$ cat src/rtl/core_pkg.sv
// Shared core types and constants: datapath/register-address widths and the
// issue-slot state encoding used by the operand fetch stage.
package core_pkg;

    localparam int XLEN  = 32;
    localparam int NREGS = 32;
    localparam int AW    = 5;

    typedef logic [AW-1:0]   reg_addr_t;
    typedef logic [XLEN-1:0] word_t;

    localparam reg_addr_t ZERO_REG = '0;

    typedef enum logic {
        SLOT_EMPTY = 1'b0,
        SLOT_FULL  = 1'b1
    } slot_state_e;

endpackage

$ cat src/rtl/operand_scoreboard.sv
// Pending-write scoreboard: one bit per architectural register (x0 excluded),
// set on issue of a writing instruction, cleared by writeback or slot kill.
module operand_scoreboard #(
    parameter int NREGS = core_pkg::NREGS,
    parameter int AW    = core_pkg::AW
) (
    input  logic          i_clk,
    input  logic          i_rst_n,
    input  logic [AW-1:0] i_rs1_addr,
    input  logic [AW-1:0] i_rs2_addr,
    input  logic [AW-1:0] i_rd_addr,
    input  logic          i_uses_rs1,
    input  logic          i_uses_rs2,
    input  logic          i_rd_we,
    input  logic          i_set_en,
    input  logic [AW-1:0] i_wb_addr,
    input  logic          i_wb_en,
    input  logic [AW-1:0] i_kill_addr,
    input  logic          i_kill_en,
    output logic          o_rs1_busy,
    output logic          o_rs2_busy,
    output logic          o_rd_busy
);

    logic [NREGS-1:1] pend_q;
    logic [NREGS-1:1] pend_d;
    logic [NREGS-1:0] pend_full;

    // The set term is evaluated last so an issue beats a same-cycle clear.
    generate
        for (genvar gi = 1; gi < NREGS; gi++) begin : g_pend
            localparam logic [AW-1:0] IDX = AW'(gi);
            logic clr;
            logic set;
            assign clr = (i_wb_en && (i_wb_addr == IDX)) ||
                         (i_kill_en && (i_kill_addr == IDX));
            assign set = i_set_en && i_rd_we && (i_rd_addr == IDX);
            assign pend_d[gi] = set | (pend_q[gi] & ~clr);
        end
    endgenerate

    always_ff @(posedge i_clk) begin
        if (!i_rst_n) begin
            pend_q <= '0;
        end else begin
            pend_q <= pend_d;
        end
    end

    // Bit 0 is tied low, so lookups of x0 can never report busy.
    assign pend_full = {pend_q, 1'b0};

    assign o_rs1_busy = i_uses_rs1 && pend_full[i_rs1_addr];
    assign o_rs2_busy = i_uses_rs2 && pend_full[i_rs2_addr];
    assign o_rd_busy  = i_rd_we    && pend_full[i_rd_addr];

endmodule

$ cat src/rtl/operand_fetch.sv
// Operand fetch: hazard-checked issue of decoded instructions into a single
// registered slot. Define OPERAND_FETCH_WB_BYPASS_EN to forward writeback data.
module operand_fetch #(
    parameter int XLEN  = core_pkg::XLEN,
    parameter int NREGS = core_pkg::NREGS,
    parameter int AW    = core_pkg::AW
) (
    input  logic            i_clk,
    input  logic            i_rst_n,
    input  logic            i_dec_valid,
    output logic            o_dec_ready,
    input  logic [AW-1:0]   i_dec_rs1_addr,
    input  logic [AW-1:0]   i_dec_rs2_addr,
    input  logic            i_dec_uses_rs1,
    input  logic            i_dec_uses_rs2,
    input  logic [AW-1:0]   i_dec_rd_addr,
    input  logic            i_dec_rd_we,
    output logic [AW-1:0]   o_rf_rs1_addr,
    output logic [AW-1:0]   o_rf_rs2_addr,
    input  logic [XLEN-1:0] i_rf_rs1_data,
    input  logic [XLEN-1:0] i_rf_rs2_data,
    input  logic [AW-1:0]   i_wb_rd_addr,
    input  logic [XLEN-1:0] i_wb_rd_data,
    input  logic            i_wb_write_en,
    input  logic            i_flush,
    output logic            o_ex_valid,
    input  logic            i_ex_ready,
    output logic [XLEN-1:0] o_ex_rs1_data,
    output logic [XLEN-1:0] o_ex_rs2_data,
    output logic [AW-1:0]   o_ex_rd_addr,
    output logic            o_ex_rd_we,
    output logic            o_stall
);

    import core_pkg::*;

    localparam logic [AW-1:0] REG0 = AW'(ZERO_REG);

    slot_state_e     state_q, state_d;
    logic [XLEN-1:0] ex_rs1_q, ex_rs1_d;
    logic [XLEN-1:0] ex_rs2_q, ex_rs2_d;
    logic [AW-1:0]   ex_rd_q, ex_rd_d;
    logic            ex_rd_we_q, ex_rd_we_d;

    logic            rs1_busy, rs2_busy, rd_busy;
    logic            byp_rs1, byp_rs2;
    logic            raw_hazard, hazard;
    logic            slot_free, accept, kill_en;
    logic [XLEN-1:0] rs1_op, rs2_op;

    assign o_rf_rs1_addr = i_dec_rs1_addr;
    assign o_rf_rs2_addr = i_dec_rs2_addr;

    operand_scoreboard #(
        .NREGS (NREGS),
        .AW    (AW)
    ) u_scoreboard (
        .i_clk       (i_clk),
        .i_rst_n     (i_rst_n),
        .i_rs1_addr  (i_dec_rs1_addr),
        .i_rs2_addr  (i_dec_rs2_addr),
        .i_rd_addr   (i_dec_rd_addr),
        .i_uses_rs1  (i_dec_uses_rs1),
        .i_uses_rs2  (i_dec_uses_rs2),
        .i_rd_we     (i_dec_rd_we),
        .i_set_en    (accept),
        .i_wb_addr   (i_wb_rd_addr),
        .i_wb_en     (i_wb_write_en),
        .i_kill_addr (ex_rd_q),
        .i_kill_en   (kill_en),
        .o_rs1_busy  (rs1_busy),
        .o_rs2_busy  (rs2_busy),
        .o_rd_busy   (rd_busy)
    );

`ifdef OPERAND_FETCH_WB_BYPASS_EN
    // A same-cycle writeback to a source register supplies the operand directly.
    assign byp_rs1 = i_wb_write_en && (i_wb_rd_addr == i_dec_rs1_addr) &&
                     (i_dec_rs1_addr != REG0);
    assign byp_rs2 = i_wb_write_en && (i_wb_rd_addr == i_dec_rs2_addr) &&
                     (i_dec_rs2_addr != REG0);
`else
    logic unused_wb_data;
    assign unused_wb_data = ^i_wb_rd_data;
    assign byp_rs1 = 1'b0;
    assign byp_rs2 = 1'b0;
`endif

    assign raw_hazard = (rs1_busy && !byp_rs1) || (rs2_busy && !byp_rs2);
    assign hazard     = raw_hazard || rd_busy;
    assign slot_free  = (state_q == SLOT_EMPTY) || i_ex_ready;
    assign accept     = i_rst_n && i_dec_valid && slot_free && !hazard && !i_flush;
    assign kill_en    = i_flush && (state_q == SLOT_FULL) && ex_rd_we_q;

    assign o_dec_ready = accept;
    assign o_stall     = i_rst_n && i_dec_valid && hazard;

    always_comb begin
        rs1_op = i_rf_rs1_data;
        rs2_op = i_rf_rs2_data;
`ifdef OPERAND_FETCH_WB_BYPASS_EN
        if (byp_rs1) rs1_op = i_wb_rd_data;
        if (byp_rs2) rs2_op = i_wb_rd_data;
`endif
        if (i_dec_rs1_addr == REG0) rs1_op = '0;
        if (i_dec_rs2_addr == REG0) rs2_op = '0;
    end

    // Slot state register
    always_ff @(posedge i_clk) begin
        if (!i_rst_n) begin
            state_q <= SLOT_EMPTY;
        end else begin
            state_q <= state_d;
        end
    end

    // Slot next-state logic
    always_comb begin
        state_d = state_q;
        case (state_q)
            SLOT_EMPTY: if (accept) state_d = SLOT_FULL;
            SLOT_FULL: begin
                if (i_flush)         state_d = SLOT_EMPTY;
                else if (accept)     state_d = SLOT_FULL;
                else if (i_ex_ready) state_d = SLOT_EMPTY;
            end
            default: state_d = SLOT_EMPTY;
        endcase
    end

    // Slot outputs
    always_comb begin
        o_ex_valid = (state_q == SLOT_FULL);
    end

    always_comb begin
        ex_rs1_d   = ex_rs1_q;
        ex_rs2_d   = ex_rs2_q;
        ex_rd_d    = ex_rd_q;
        ex_rd_we_d = ex_rd_we_q;
        if (accept) begin
            ex_rs1_d   = rs1_op;
            ex_rs2_d   = rs2_op;
            ex_rd_d    = i_dec_rd_addr;
            ex_rd_we_d = i_dec_rd_we;
        end
    end

    always_ff @(posedge i_clk) begin
        if (!i_rst_n) begin
            ex_rs1_q   <= '0;
            ex_rs2_q   <= '0;
            ex_rd_q    <= '0;
            ex_rd_we_q <= 1'b0;
        end else begin
            ex_rs1_q   <= ex_rs1_d;
            ex_rs2_q   <= ex_rs2_d;
            ex_rd_q    <= ex_rd_d;
            ex_rd_we_q <= ex_rd_we_d;
        end
    end

    assign o_ex_rs1_data = ex_rs1_q;
    assign o_ex_rs2_data = ex_rs2_q;
    assign o_ex_rd_addr  = ex_rd_q;
    assign o_ex_rd_we    = ex_rd_we_q;

endmodule

$ cat config.mk
export PLATFORM = sky130hd
export DESIGN_NAME = operand_fetch
export DESIGN_NICKNAME = d
export VERILOG_FILES = /design/src/rtl/core_pkg.sv /design/src/rtl/operand_scoreboard.sv /design/src/rtl/operand_fetch.sv
export SDC_FILE = /design/constraint.sdc
export NUM_CORES = 1
export LEC_CHECK = 0
export ABC_CLOCK_PERIOD_IN_PS = 3000
export BUFFER_PORTS_ARGS = -buffer_cell sky130_fd_sc_hd__buf_2
export CORE_MARGIN = 2
export CORE_UTILIZATION = 44
export CTS_CLUSTER_DIAMETER = 120
export CTS_CLUSTER_SIZE = 28
export DETAILED_ROUTE_END_ITERATION = 10
export GPL_ROUTABILITY_DRIVEN = 0
export PLACE_DENSITY = 0.74
export SLEW_MARGIN = 5
export SYNTH_ARGS = -nofsm -noshare
export SYNTH_HDL_FRONTEND = slang
export SYNTH_SLANG_ARGS = --single-unit
$ cat constraint.sdc
create_clock -name i_clk -period 3 [get_ports i_clk]
set_input_delay 0.6 -clock i_clk [delete_from_list [all_inputs] [get_ports i_clk]]
set_output_delay 0.6 -clock i_clk [all_outputs]
set_load 0.005 [all_outputs]
Word level (Yosys, flattened, before mapping)
Index checks and enable logic that the tools add are counted.
{"block": "word_totals", "word_cells": 351, "reg_bits": 102}
{"block": "classes", "eq_ne": 93, "n_mux": 13, "bitwise_logic": 94, "order_cmp": 3, "reduce_logical": 142}
{"operator": "5-bit equality test, second input constant", "count": 48}
{"operator": "5-bit by 4-bit equality test with 1-bit output, second input constant", "count": 24}
{"operator": "1-bit logical AND", "count": 104}
{"operator": "32-bit two-way mux", "count": 2}
{"operator": "5-bit by 3-bit equality test with 1-bit output, second input constant", "count": 12}
{"operator": "1-bit logical OR", "count": 34}
{"operator": "1-bit NOT", "count": 32}
{"operator": "1-bit AND", "count": 31}
{"operator": "1-bit bitwise OR", "count": 31}
{"operator": "5-bit by 2-bit equality test with 1-bit output, second input constant", "count": 6}
{"operator": "5-bit by 6-bit < comparator with 1-bit output, second input constant", "count": 3}
{"operator": "1-bit binary-select mux with 5-bit select", "count": 3}
{"operator": "5-bit by 1-bit equality test with 1-bit output, second input constant", "count": 3}
{"operator": "5-bit zero test", "count": 2}
{"operator": "1-bit two-way mux", "count": 7}
{"operator": "1-bit zero test", "count": 2}
{"operator": "1-bit one-hot mux with 2 select lines", "count": 1}

Logic depth before layout (Yosys ltp)
Gate-level depths: netlist (run 1).
{"block": "depth", "word_depth": 11, "depth_mapped": 9}

By module
A second synthesis (run 1) with hierarchy kept.
{"block": "hier_totals", "cells_unflattened": 618, "area_unflattened_um2": 5584.1}
{"mod": "operand_fetch", "instances": 1, "cells_per_inst": 341, "seq_area_each_um2": 1421.4, "area_per_inst_um2": 3086.7}
{"mod": "operand_scoreboard", "instances": 1, "cells_per_inst": 277, "seq_area_each_um2": 620.6, "area_per_inst_um2": 2497.4}

Worst setup path after synthesis (run 1)
Ideal clock, no wire load.
{"block": "synth_timing", "path_type": "input port to output port", "from": "input port i_dec_rs1_addr[1]", "to": "output port o_dec_ready", "arrival_ps": 2510, "setup_slack_ps": -110, "n_path_buf": 3, "cell_stages": 9, "path_cell_list": "clkbuf_1 mux4_2 a22o_1 o31a_1 a32oi_2 nand3_1 buf_2 buf_4 inv_1"}
{"block": "synth_between", "elab_chain_cells": 8}
{"item": "start: declaration", "line_no": "operand_fetch.sv:12", "text": "input logic [AW-1:0] i_dec_rs1_addr,"}
{"item": "1-bit binary-select mux with 5-bit select", "line_no": "operand_scoreboard.sv:53", "text": "assign o_rs1_busy = i_uses_rs1 && pend_full[i_rs1_addr];"}
{"item": "1-bit two-way mux (implied by the code)", "line_no": "operand_scoreboard.sv:53"}
{"item": "1-bit logical AND", "line_no": "operand_scoreboard.sv:53"}
{"item": "1-bit logical OR", "line_no": "operand_fetch.sv:89", "text": "assign raw_hazard = (rs1_busy && !byp_rs1) || (rs2_busy && !byp_rs2);"}
{"item": "1-bit logical OR", "line_no": "operand_fetch.sv:90", "text": "assign hazard = raw_hazard || rd_busy;"}
{"item": "1-bit zero test", "line_no": "operand_fetch.sv:92", "text": "assign accept = i_rst_n && i_dec_valid && slot_free && !hazard && !i_flush;"}
{"item": "1-bit logical AND (2 in a row)", "line_no": "operand_fetch.sv:92"}
{"item": "end: declaration", "line_no": "operand_fetch.sv:11", "text": "output logic o_dec_ready,"}
Every way passes these cells. The select of a mux whose other input is x is not followed.

Worst setup path after layout (run 1)
{"block": "layout_timing", "from": "input port i_dec_rs2_addr[1]", "to": "output port o_stall"}
{"block": "layout_between", "elab_chain_cells": 6}
{"item": "start: declaration", "line_no": "operand_fetch.sv:13", "text": "input logic [AW-1:0] i_dec_rs2_addr,"}
{"item": "1-bit binary-select mux with 5-bit select", "line_no": "operand_scoreboard.sv:54", "text": "assign o_rs2_busy = i_uses_rs2 && pend_full[i_rs2_addr];"}
{"item": "1-bit two-way mux (implied by the code)", "line_no": "operand_scoreboard.sv:54"}
{"item": "1-bit logical AND", "line_no": "operand_scoreboard.sv:54"}
{"item": "1-bit logical OR", "line_no": "operand_fetch.sv:89"}
{"item": "1-bit logical OR", "line_no": "operand_fetch.sv:90"}
{"item": "1-bit logical AND", "line_no": "operand_fetch.sv:96", "text": "assign o_stall = i_rst_n && i_dec_valid && hazard;"}
{"item": "end: declaration", "line_no": "operand_fetch.sv:32", "text": "output logic o_stall"}
Every way passes these cells. The select of a mux whose other input is x is not followed.

==> results of run 1 <==
## layout make-up
cell class | count | area share [%]
clock buffers | 10 | 3.57
flip-flops and latches | 102 | 30.5
multi-input cells | 425 | 45.0
well taps | 147 | 2.75
clock inverters | 3 | 0.692
inverters | 11 | 0.617
repair buffers | 203 | 16.8
## cells in the mapped netlist (2+ instances only)
| master | instances | area share (%) |
|---|---|---|
| buf_1 | 4 | 0.28 |
| nand4_1 | 2 | 0.24 |
| nor3_1 | 5 | 0.47 |
| dfxtp_1 | 102 | 38 |
| clkbuf_1 | 26 | 1.8 |
| o31ai_1 | 31 | 4.4 |
| nor3b_1 | 3 | 0.42 |
| mux2_2 | 5 | 1.1 |
| o221ai_1 | 2 | 0.33 |
| buf_2 | 4 | 0.38 |
| a221oi_1 | 4 | 0.66 |
| o31a_1 | 2 | 0.33 |
| nand3b_1 | 3 | 0.42 |
| nand2b_1 | 7 | 0.82 |
| buf_6 | 2 | 0.42 |
| nor2_1 | 11 | 0.78 |
| mux2i_1 | 77 | 15 |
| or2_2 | 2 | 0.24 |
| o2111ai_1 | 31 | 5.1 |
| o211ai_1 | 2 | 0.28 |
| inv_1 | 11 | 0.78 |
| or3_1 | 9 | 1.1 |
| buf_4 | 17 | 2.4 |
| a21oi_1 | 2 | 0.19 |
| nand2_1 | 174 | 12 |
| o21ai_0 | 2 | 0.19 |
| nor2b_1 | 11 | 1.3 |
| nand3_1 | 13 | 1.2 |
| mux4_2 | 18 | 7.6 |
## state kept, by name, summed over array words and instances (netlist names)
register and count:
o_ex_rd_addr 5, o_ex_rd_we 1, o_ex_rs1_data 32, o_ex_rs2_data 32, o_ex_valid 1, u_scoreboard.pend_q 31
## cells in the final DEF, fill, tap and decap left out, drive strengths merged, types with 2 or more instances in the layout
| master | Yosys | routed |
|---|---|---|
| buf | 27 | 202 |
| nand2 | 174 | 174 |
| dfxtp | 102 | 102 |
| mux2i | 77 | 77 |
| o2111ai | 31 | 31 |
| o31ai | 31 | 31 |
| mux4 | 18 | 18 |
| nand3 | 13 | 13 |
| inv | 11 | 12 |
| nor2b | 11 | 11 |
| nor2 | 11 | 11 |
| clkbuf | 26 | 11 |
| or3 | 9 | 9 |
| nand2b | 7 | 7 |
| mux2 | 5 | 5 |
| nor3 | 5 | 5 |
| a221oi | 4 | 4 |
| nor3b | 3 | 3 |
| nand3b | 3 | 3 |
| a21oi | 2 | 2 |
| o211ai | 2 | 2 |
| o31a | 2 | 2 |
| nand4 | 2 | 2 |
| or2 | 2 | 2 |
| o21ai | 2 | 2 |
| o221ai | 2 | 2 |
## metal layers
metal  global-route usage [%]  wire length (µm)
met1                     30.1              6290
met2                     38.4              7220
met3                     5.58              1490
met4                     10.3               439
met5                        0                 0
## where the power goes
part / internal [µW] / leakage (µW) / switching, µW
Clock: 659 / 0.000137 / 505
Sequential: 1380 / 0.000825 / 18.4
Combinational: 166 / 0.00226 / 215
Total: 2210 / 0.00322 / 738
## worst max-delay path by stage
| stage | slack [ps] | depth (start not counted) | startpoint | endpoint |
|---|---|---|---|---|
| after floorplan | 30 | 9 | i_dec_rs1_addr[0] | o_dec_ready |
| after global placement | -130 | 10 | i_dec_rs1_addr[0] | o_ex_rs1_data[0] |
| after detailed placement | -160 | 10 | i_dec_rs1_addr[0] | o_ex_rs1_data[11] |
| after CTS | 10 | 8 | i_dec_rd_addr[0] | o_stall |
| after global routing | -0.1 | 8 | i_dec_rs2_addr[1] | o_stall |
| final | 80 | 8 | i_dec_rs2_addr[1] | o_stall |
## through the flow
| stage | util, % | hold WS (ps) |
|---|---|---|
| after floorplan | - | 454 |
| after detailed placement | 53.2 | 448 |
| after global placement | 53.2 | 442 |
| final | 56.2 | 453 |
| after CTS | 55.8 | 453 |
| after global routing | 56.2 | 453 |
## worst reg2reg max path: stages, from the launching register on
cell and delay [ps]:
dfxtp_1 360, mux4_2 480, and3_1 190, o31a_1 290, a32oi_2 270, nand3_4 120
buf_4 300, buf_12 270, mux2i_1 240
## kinds of logic after synthesis
| logic type | Yosys count |
|---|---|
| buffers and inverters | 64 |
| AND/OR/NAND/NOR | 243 |
| multiplexers | 100 |
| flip-flops | 102 |
| AO/OA/AOI/OAI | 82 |
## what timing repair did
action / 4_1_cts / 5_1_grt
endpoints found under the hold margin: 0 / 0
pin swaps: 2 / 4
cloned: 0 / 0
hold buffers: 0 / 0
buffers inserted: 1 / 0
setup endpoints to repair: 2 / 2
resized for setup: 4 / 11
==> reports/results.tsv, run 1 <==
stage	metric	value	unit
status	status	finished, final reports clean	
clock_tree	path_clk_slew	70	ps
sta	fin_skew	11.0	ps
hold_path	holdCritPathClass	reg -> reg	
pwr	p_leak	0.00322	µW
route	num_vias	5086	
synth	synthCells	591	
critical_path	rr_worst_depth	8	
synth	ys_seq_area_share	38.4	%
critical_path	crit_type	in -> out	
clock_tree	cts.sinks	102	
finish	multi_input_area	0.00301	mm²
critical_path	cpLargestDelayFamily	multiplexers	
synth	synth_compound_area_share	12.6	%
sta	hold_violations	0	
route	drc_errors	0	
synth	synthFlopType	dfxtp_1	
finish	nets	877	
synth	ys_types	38	
synth	synth_xor_area_share	0	%
finish	drive_gt1_share	33.6	%
route	wire_per_inst	17.1	µm
sta	period_minus_slack	2920	ps
floorplanning	fp.dieH	114	µm
sta	fmax	342	MHz
critical_path	critPathBufInv	3	
clock_tree	htree_levels	3	
clock_tree	tritoncts	built	
critical_path	path_cells	clkbuf_4 > mux4_2 > mux2i_2 > nor2b_1 > o311ai_4 > buf_4 > a21oi_1 > buf_2	
floorplanning	fp-row-count	40	
placement	dp_cells	887	
finish	final_cells	901	
critical_path	cp_slowest_cell	mux4_2	
critical_path	regToRegSetupSlack	400	ps
critical_path	timing.rr.end	o_ex_rs1_data[22]	
synth	muxShareOfSynthArea	23.2	%
clock_tree	root_buffer	clkbuf_16	
finish	antenna_cells	0	
synth	synth_area	0.00531	mm²
finish	design_area	0.00669	mm²
synth	synth_adder_area_share	0	%
sta	setup_viol	0	
hold_path	whs_path_depth	2	
synth	synth_top_family_by_area	multiplexers	
critical_path	critPathLaunchType	input pin	
global_route	grt_use_total	23.6	%
pwr	ir_worst_vdd	0.332	mV
sta	fin_ws	79.1	ps
floorplanning	io-pin-count	208	
synth	synth_nets	716	
global_route	grt_max_degree	61	
critical_path	cp-end-kind	output port	
clock_tree	clock_path_buffers	2	
critical_path	path_max_fanout	5	
global_route	grt_pass1_vias	4967	
placement	place_area	0.00634	mm²
synth	synth-async-reset-ratio	0	%
floorplanning	coreArea	0.0119	mm²
sta	drv_slew	0	
pwr	finalPower	2950	µW
route	via_per_inst	5.64	
synth	synth_area_per_cell	8.99	µm²
route	ant_nets	0	
critical_path	cp_data_arrival_time	2320	ps
finish	nFillCells	1073	
synth	yosys_warnings	0	
placement	place_ws	-163	ps
synth	synth_edf_count	0	
synth	synthSimpleGateAreaFrac	19.7	%
sta	tns	0	ps
floorplanning	dieWidth	114	µm
hold_path	hold_end	o_ex_rs2_data[30]	
route	drt-pass1-iter-count	5	
sta	slew_headroom	54.3	%
finish	seqCellArea	0.00204	mm²
pwr	power.density	440	mW/mm²
clock_tree	numCtsBuffers	9	
floorplanning	die-area	0.0130	mm²
critical_path	critPathMaxStageDelay	510	ps
hold_path	hold_start	o_ex_rs2_data[30]	
synth	ys_ff_latch	102	
sta	tightestPinTransition	684	ps
placement	hpwl	11400	µm
finish	area_growth	26.0	%
route	drt_iter0_drc	409	
critical_path	r2r-start	u_scoreboard.pend_q[23]	
global_route	grt_overflow	0	
route	wl	15400	µm
job	drv_cap	0	
sta	timing.final.crit_share	97.4	%
clock_tree	clkLatencyLatePin	350	ps
global_route	grt_pass1_wl	24400	µm
global_route	antenna_found_initial	0	
floorplanning	start_util	44.6	%
placement	numPortBuffers	175	
critical_path	required	2400	ps
Power figures use the tool's default switching activity.
==> run 2, diff against run 1 <==
- ABC_AREA: default -> 1
- CORE_UTILIZATION: 44 -> 46
- PLACE_DENSITY: 0.74 -> 0.76
==> run 2 against run 1 <==
  * Critical endpoint is now o_dec_ready
  * Global-route usage increased by 2.9 points
  * Total power increased by 7.3%
  * Via count increased by 30%
  * Synthesized area increased by 9.4%
  * Cell area increased by 6.8%
==> reports/results.tsv, run 2 <==
stage	metric	value	unit	change
synth	synth_edf_count	0		unchanged
synth	yosys_warnings	0		unchanged
hold_path	holdCritPathClass	reg -> reg		unchanged
sta	tightestPinTransition	901	ps	was 684 ps
critical_path	path_cells	buf_2 > nor2_1 > nand2_1 > nand2_1 > nor2_1 > nor2_1 > nor2_1 > nand3_1 > nand3_1 > nand3_1 > nor3_4 > buf_2		was clkbuf_4 > mux4_2 > mux2i_2 > nor2b_1 > o311ai_4 > buf_4 > a21oi_1 > buf_2
clock_tree	postCtsHoldBufs	0		unchanged
finish	nFillCells	1295		was 1073
sta	fmax	360	MHz	was 342 MHz
critical_path	cpLargestDelayFamily	simple AND/OR/NAND/NOR gates		was multiplexers
clock_tree	numCtsBuffers	9		unchanged
route	wl	17900	µm	was 15400 µm
critical_path	critPathBufInv	2		was 3
synth	ys_seq_area_share	35.1	%	was 38.4%
synth	synth_area_per_cell	5.94	µm²	was 8.99 µm²
synth	synth.top_cells.by_area	dfxtp_1 (35%), nand2_1 (22%), nor2_1 (14%), nand3_1 (5.6%), inv_1 (4.7%)		was dfxtp_1 (38%), mux2i_1 (15%), nand2_1 (12%), mux4_2 (7.6%), o2111ai_1 (5.1%)
finish	nets	1250		was 877
route	wl_met3	1870	µm	was 1490 µm
route	ant_nets	0		unchanged
synth	synthMostInstantiatedCell	nand2_1		unchanged
floorplanning	fp-row-count	41		was 40
clock_tree	cts.sinks	102		unchanged
route	routed.top_layer	met4		unchanged
floorplanning	dieWidth	116	µm	was 114 µm
floorplanning	fp.dieH	116	µm	was 114 µm
route	drt_iter0_drc	563		was 409
route	drt-pass1-iter-count	6		was 5
clock_tree	path_clk_slew	60	ps	was 70 ps
clock_tree	clkLatencyLatePin	350	ps	about the same
synth	ys_types	24		was 38
clock_tree	tritoncts	built		unchanged
synth	yosys.area.top_type	dfxtp_1		unchanged
sta	period_minus_slack	2780	ps	was 2920 ps
global_route	grt_pass1_vias	5857		was 4967
synth	synth_area	0.00581	mm²	was 0.00531 mm²
route	drc_errors	0		unchanged
global_route	grt_max_degree	71		was 61
global_route	grt_overflow	0		unchanged
critical_path	critPathLaunchType	input pin		unchanged
synth	synthFlopType	dfxtp_1		unchanged
finish	seqCellArea	0.00204	mm²	unchanged
sta	fin_skew	11.1	ps	was 11.0 ps
floorplanning	coreArea	0.0125	mm²	was 0.0119 mm²
route	via_per_inst	5.08		was 5.64
finish	area_growth	23.0	%	was 26.0%
synth	synth_nets	1103		was 716
critical_path	cp-end-kind	output port		unchanged
global_route	antenna_found_initial	0		unchanged
status	status	finished, final reports clean		unchanged
sta	slew_headroom	39.7	%	was 54.3%
sta	tns	0	ps	unchanged
critical_path	cp_slowest_cell	nand3_1		was mux4_2
finish	layout_commonest_cell	nand2_1		unchanged
finish	antenna_cells	0		unchanged
critical_path	path_max_fanout	10		was 5
synth	ys_ff_latch	102		unchanged
synth	synth-async-reset-ratio	0	%	unchanged
job	drv_cap	0		unchanged
critical_path	crit_top_cell	nor2_1		
pwr	p_leak	0.00349	µW	was 0.00322 µW
critical_path	required	2400	ps	about the same
finish	final_cell_mix	nand2_1 (333), nor2_1 (212), buf_2 (175)		was nand2_1 (174), buf_2 (172), dfxtp_1 (102)
finish	drive_gt1_share	19.9	%	was 33.6%
pwr	ir_worst_vdd	0.402	mV	was 0.332 mV
route	wl_met1	7290	µm	was 6290 µm
synth	synth_common_cells	nand2_1 (333), nor2_1 (214), dfxtp_1 (102), inv_1 (73), nand3_1 (65)		was nand2_1 (174), dfxtp_1 (102), mux2i_1 (77), o2111ai_1 (31), o31ai_1 (31)
sta	timing.final.crit_share	92.7	%	was 97.4%
synth	synth.top_cell.area_share	35.1	%	was 38.4%
clock_tree	clock_path_buffers	2		unchanged
route	num_vias	6603		was 5086
critical_path	critPathMaxStageDelay	270	ps	was 510 ps
global_route	grt_use_total	26.5	%	was 23.6%
route	dr_wl_met2	7980	µm	was 7220 µm
floorplanning	die-area	0.0135	mm²	was 0.0130 mm²
clock_tree	postCtsResizedCells	0		was 4
placement	hpwl	13300	µm	was 11400 µm
global_route	grt_pass1_wl	28300	µm	was 24400 µm
critical_path	crit_type	in -> out		unchanged
placement	numPortBuffers	175		unchanged
synth	synthCells	978		was 591
critical_path	cp_data_arrival_time	2180	ps	was 2320 ps
floorplanning	io-pin-count	208		unchanged
sta	grt_setup_unrepaired	no		
clock_tree	htree_levels	3		unchanged
sta	hold_violations	0		unchanged
pwr	power.density	442	mW/mm²	was 440 mW/mm²
pwr	finalPower	3160	µW	was 2950 µW
clock_tree	root_buffer	clkbuf_16		unchanged
sta	setup_viol	0		unchanged
floorplanning	start_util	46.6	%	was 44.6%
route	wire_per_inst	13.8	µm	was 17.1 µm
clock_tree	cts_setup_buffers	0		was 1
sta	drv_slew	0		unchanged
finish	multi_input_area	0.00315	mm²	was 0.00301 mm²
==> run 2: kinds of logic (layout without fill, tap and decap cells) <==
logic type,count (synthesis),after routing,share of synthesized area [%]
compound gates,84,84,9.05
buf+inv,143,294,10.7
flops,102,102,35.1
simple gates,649,649,45.1
==> run 2: area by class of cell <==
| class | count | share of cell area, % |
|---|---|---|
| Multi-Input combinational cell | 733 | 44.1 |
| Sequential cell | 102 | 28.6 |
| Timing Repair Buffer | 199 | 15.7 |
| Inverter | 80 | 4.20 |
| Clock buffer | 10 | 3.34 |
| Tap cell | 172 | 3.01 |
| Clock inverter | 5 | 1.16 |
==> run 2: per-stage QoR <==
stage	instances	hold slack (ps)	worst slack, ps	util, %	cell area [µm²]
floorplan	978	444	435	-	5810
global placement	1286	453	198	54.7	6820
detailed placement	1286	455	189	54.7	6820
CTS	1301	465	179	57.3	7140
global route	1301	498	56.7	57.3	7150
finish	1301	468	219	57.3	7150
==> run 2: path summary, 6_finish.rpt <==
check	from	to	slack [ps]	cells past startpoint
setup / recovery	i_dec_rd_addr[1]	o_dec_ready	220	12
hold reg to reg	u_scoreboard.pend_q[13]	u_scoreboard.pend_q[13]	470	2
hold / removal	u_scoreboard.pend_q[13]	u_scoreboard.pend_q[13]	470	2
setup reg to reg	u_scoreboard.pend_q[5]	o_ex_rs2_data[1]	700	16
==> run 2: per-layer routing <==
metal | track usage, % | vias up
met5 | 0 | -
met4 | 14.4 | 0
met3 | 6.54 | 55
met2 | 41.8 | 308
met1 | 33.5 | 2869
li1 | - | 3371
==> run 2: worst register-to-register path: cells and delay by family (launching register included) <==
| family | cells | cell delay (ps) |
|---|---|---|
| simple gates | 13 | 1260 |
| buf+inv | 3 | 570 |
| flops | 1 | 400 |
==> run 2: power breakdown <==
| part | total, µW | switching, µW | internal (µW) |
|---|---|---|---|
| clock network | 1260 | 510 | 752 |
| registers | 1420 | 23.1 | 1400 |
| logic | 478 | 289 | 189 |
==> run 3, diff against run 2 <==
- CORE_MARGIN: 2 -> default
- CORE_UTILIZATION: 46 -> 35
- PLACE_DENSITY: 0.76 -> 0.6
==> run 3 against run 2 <==
  * Routed wire length rose by 5.8%
  * Sequential power about the same
  * Critical endpoint unchanged
  * Flip-flop and latch count is the same
  * Die area is 26% higher
  * Core utilization is 13 points lower
  * Critical path depth unchanged
  * Largest power group unchanged
  * Register-to-register slack gained 170 ps
  * Global-route usage decreased by 3.3 points
  * Clock power hardly changed
  * Cell count is 3.3% higher
  * Highest routed layer unchanged
==> reports/results.tsv, run 3 (synthesized netlist as in run 2, its figures left out) <==
stage	metric	value	unit	change
global_route	grt_max_degree	54		was 71
sta	grt_setup_unrepaired	no		unchanged
clock_tree	htree_levels	3		unchanged
sta	period_minus_slack	2730	ps	was 2780 ps
pwr	power.density	440	mW/mm²	was 442 mW/mm²
floorplanning	fp.dieH	131	µm	was 116 µm
route	ant_nets	0		unchanged
finish	post-route-util	44.6	%	was 57.3%
floorplanning	coreArea	0.0161	mm²	was 0.0125 mm²
finish	area_growth	23.3	%	was 23.0%
route	via_per_inst	4.86		was 5.08
placement	hpwl	14200	µm	was 13300 µm
clock_tree	root_buffer	clkbuf_16		unchanged
hold_path	whs_path_depth	2		unchanged
floorplanning	dieWidth	131	µm	was 116 µm
route	num_vias	6538		was 6603
placement	place_ws	87.0	ps	was 189 ps
sta	tns	0	ps	unchanged
critical_path	required	2400	ps	about the same
route	drc_errors	0		unchanged
critical_path	cp-end-kind	output port		unchanged
route	wl	18900	µm	was 17900 µm
critical_path	critPathLaunchType	input pin		unchanged
placement	numPortBuffers	175		unchanged
job	drv_cap	0		unchanged
clock_tree	clkLatencyLatePin	350	ps	about the same
global_route	antenna_found_initial	0		unchanged
sta	whs	472	ps	was 468 ps
sta	fin_ws	266	ps	was 219 ps
sta	setup_viol	0		unchanged
finish	final_cell_mix	nand2_1 (333), nor2_1 (212), buf_2 (175)		unchanged
clock_tree	numCtsBuffers	9		unchanged
sta	hold_violations	0		unchanged
route	drt-pass1-iter-count	5		was 6
sta	fin_skew	9.33	ps	was 11.1 ps
finish	nets	1248		was 1250
sta	timing.final.crit_share	91.1	%	was 92.7%
finish	antenna_cells	0		unchanged
clock_tree	cts.sinks	102		unchanged
route	wire_per_inst	14.1	µm	was 13.8 µm
clock_tree	tritoncts	built		unchanged
critical_path	crit_type	in -> out		unchanged
critical_path	rr_worst_depth	14		was 16
sta	tightestPinTransition	548	ps	was 901 ps
global_route	grt_pass1_wl	30600	µm	was 28300 µm
finish	nFillCells	1768		was 1295
route	drt_iter0_drc	446		was 563
global_route	grt_pass1_vias	5972		was 5857
floorplanning	die-area	0.0171	mm²	was 0.0135 mm²
pwr	ir_worst_vdd	0.251	mV	was 0.402 mV
finish	layout_commonest_cell	nand2_1		unchanged
floorplanning	io-pin-count	208		unchanged
status	status	finished, final reports clean		unchanged
global_route	grt_overflow	0		unchanged
finish	drive_gt1_share	19.9	%	about the same
floorplanning	fp-row-count	46		was 41
clock_tree	clock_path_buffers	2		unchanged
pwr	p_leak	0.00347	µW	was 0.00349 µW
sta	fmax	366	MHz	was 360 MHz
floorplanning	start_util	36.2	%	was 46.6%
critical_path	cp_data_arrival_time	2130	ps	was 2180 ps
clock_tree	cts_setup_buffers	0		unchanged
hold_path	holdCritPathClass	reg -> reg		unchanged
sta	drv_slew	0		unchanged
global_route	grt_use_total	23.2	%	was 26.5%
placement	dp_cells	1328		was 1286
clock_tree	path_clk_slew	80	ps	was 60 ps
sta	slew_headroom	63.4	%	was 39.7%
finish	final_cells	1344		was 1301
critical_path	path_max_fanout	15		was 10
run 3: per-stage QoR:
step / power, µW / cell area [µm²]
finish: 3150 / 7160
global route: 3320 / 7160
CTS: 3190 / 7150
detailed placement: 1930 / 6840
global placement: 1930 / 6840
floorplan: 1740 / 5810
run 3: worst paths after layout:
path | from | end | slack [ps]
worst max-delay path | i_dec_rs1_addr[0] | o_dec_ready | 270
worst min-delay path | u_scoreboard.pend_q[17] | u_scoreboard.pend_q[17] | 470
worst max register to register | u_scoreboard.pend_q[21] | o_ex_rs1_data[6] | 870
worst min register to register | u_scoreboard.pend_q[17] | u_scoreboard.pend_q[17] | 470
run 3: routing by layer:
metal  share of wire, %  GRT usage [%]
met5                  0              0
met4                3.6           9.94
met3                9.3           7.49
met2                 45           36.3
met1                 42           29.4
run 3: timing repair:
item / 4_1_cts / 5_1_grt
hold buffers: 0 / 0
endpoints found under the hold margin: 0 / 0
setup endpoints to repair: 0 / 2
gates resized for setup: 0 / 3
run 3: power by group:
part | switching, µW | leakage (µW) | internal [µW]
Clock | 578 | 0.000151 | 669
Sequential | 22.8 | 0.000827 | 1400
Combinational | 298 | 0.00250 | 186
run 3: layout make-up:
class                      instances  area, µm²  share of cell area [%]
inverter                          80        300                    4.19
clock buffer                       9        225                    3.14
timing repair buffer             197       1080                    15.1
clock inverter                     7       86.3                    1.21
tap                              216        270                    3.77
multi-input combinational        733       3160                    44.1
sequential                       102       2040                    28.5
run 3: critical path: stages:
cell and delay, ps:
buf_2 230, inv_2 180, nand2_1 90, nand3_1 60
nand2_1 90, nand2_1 70, nand3_1 70, nand3_1 70
nand3_1 150, nand3_4 150, nor3_4 200, buf_2 160
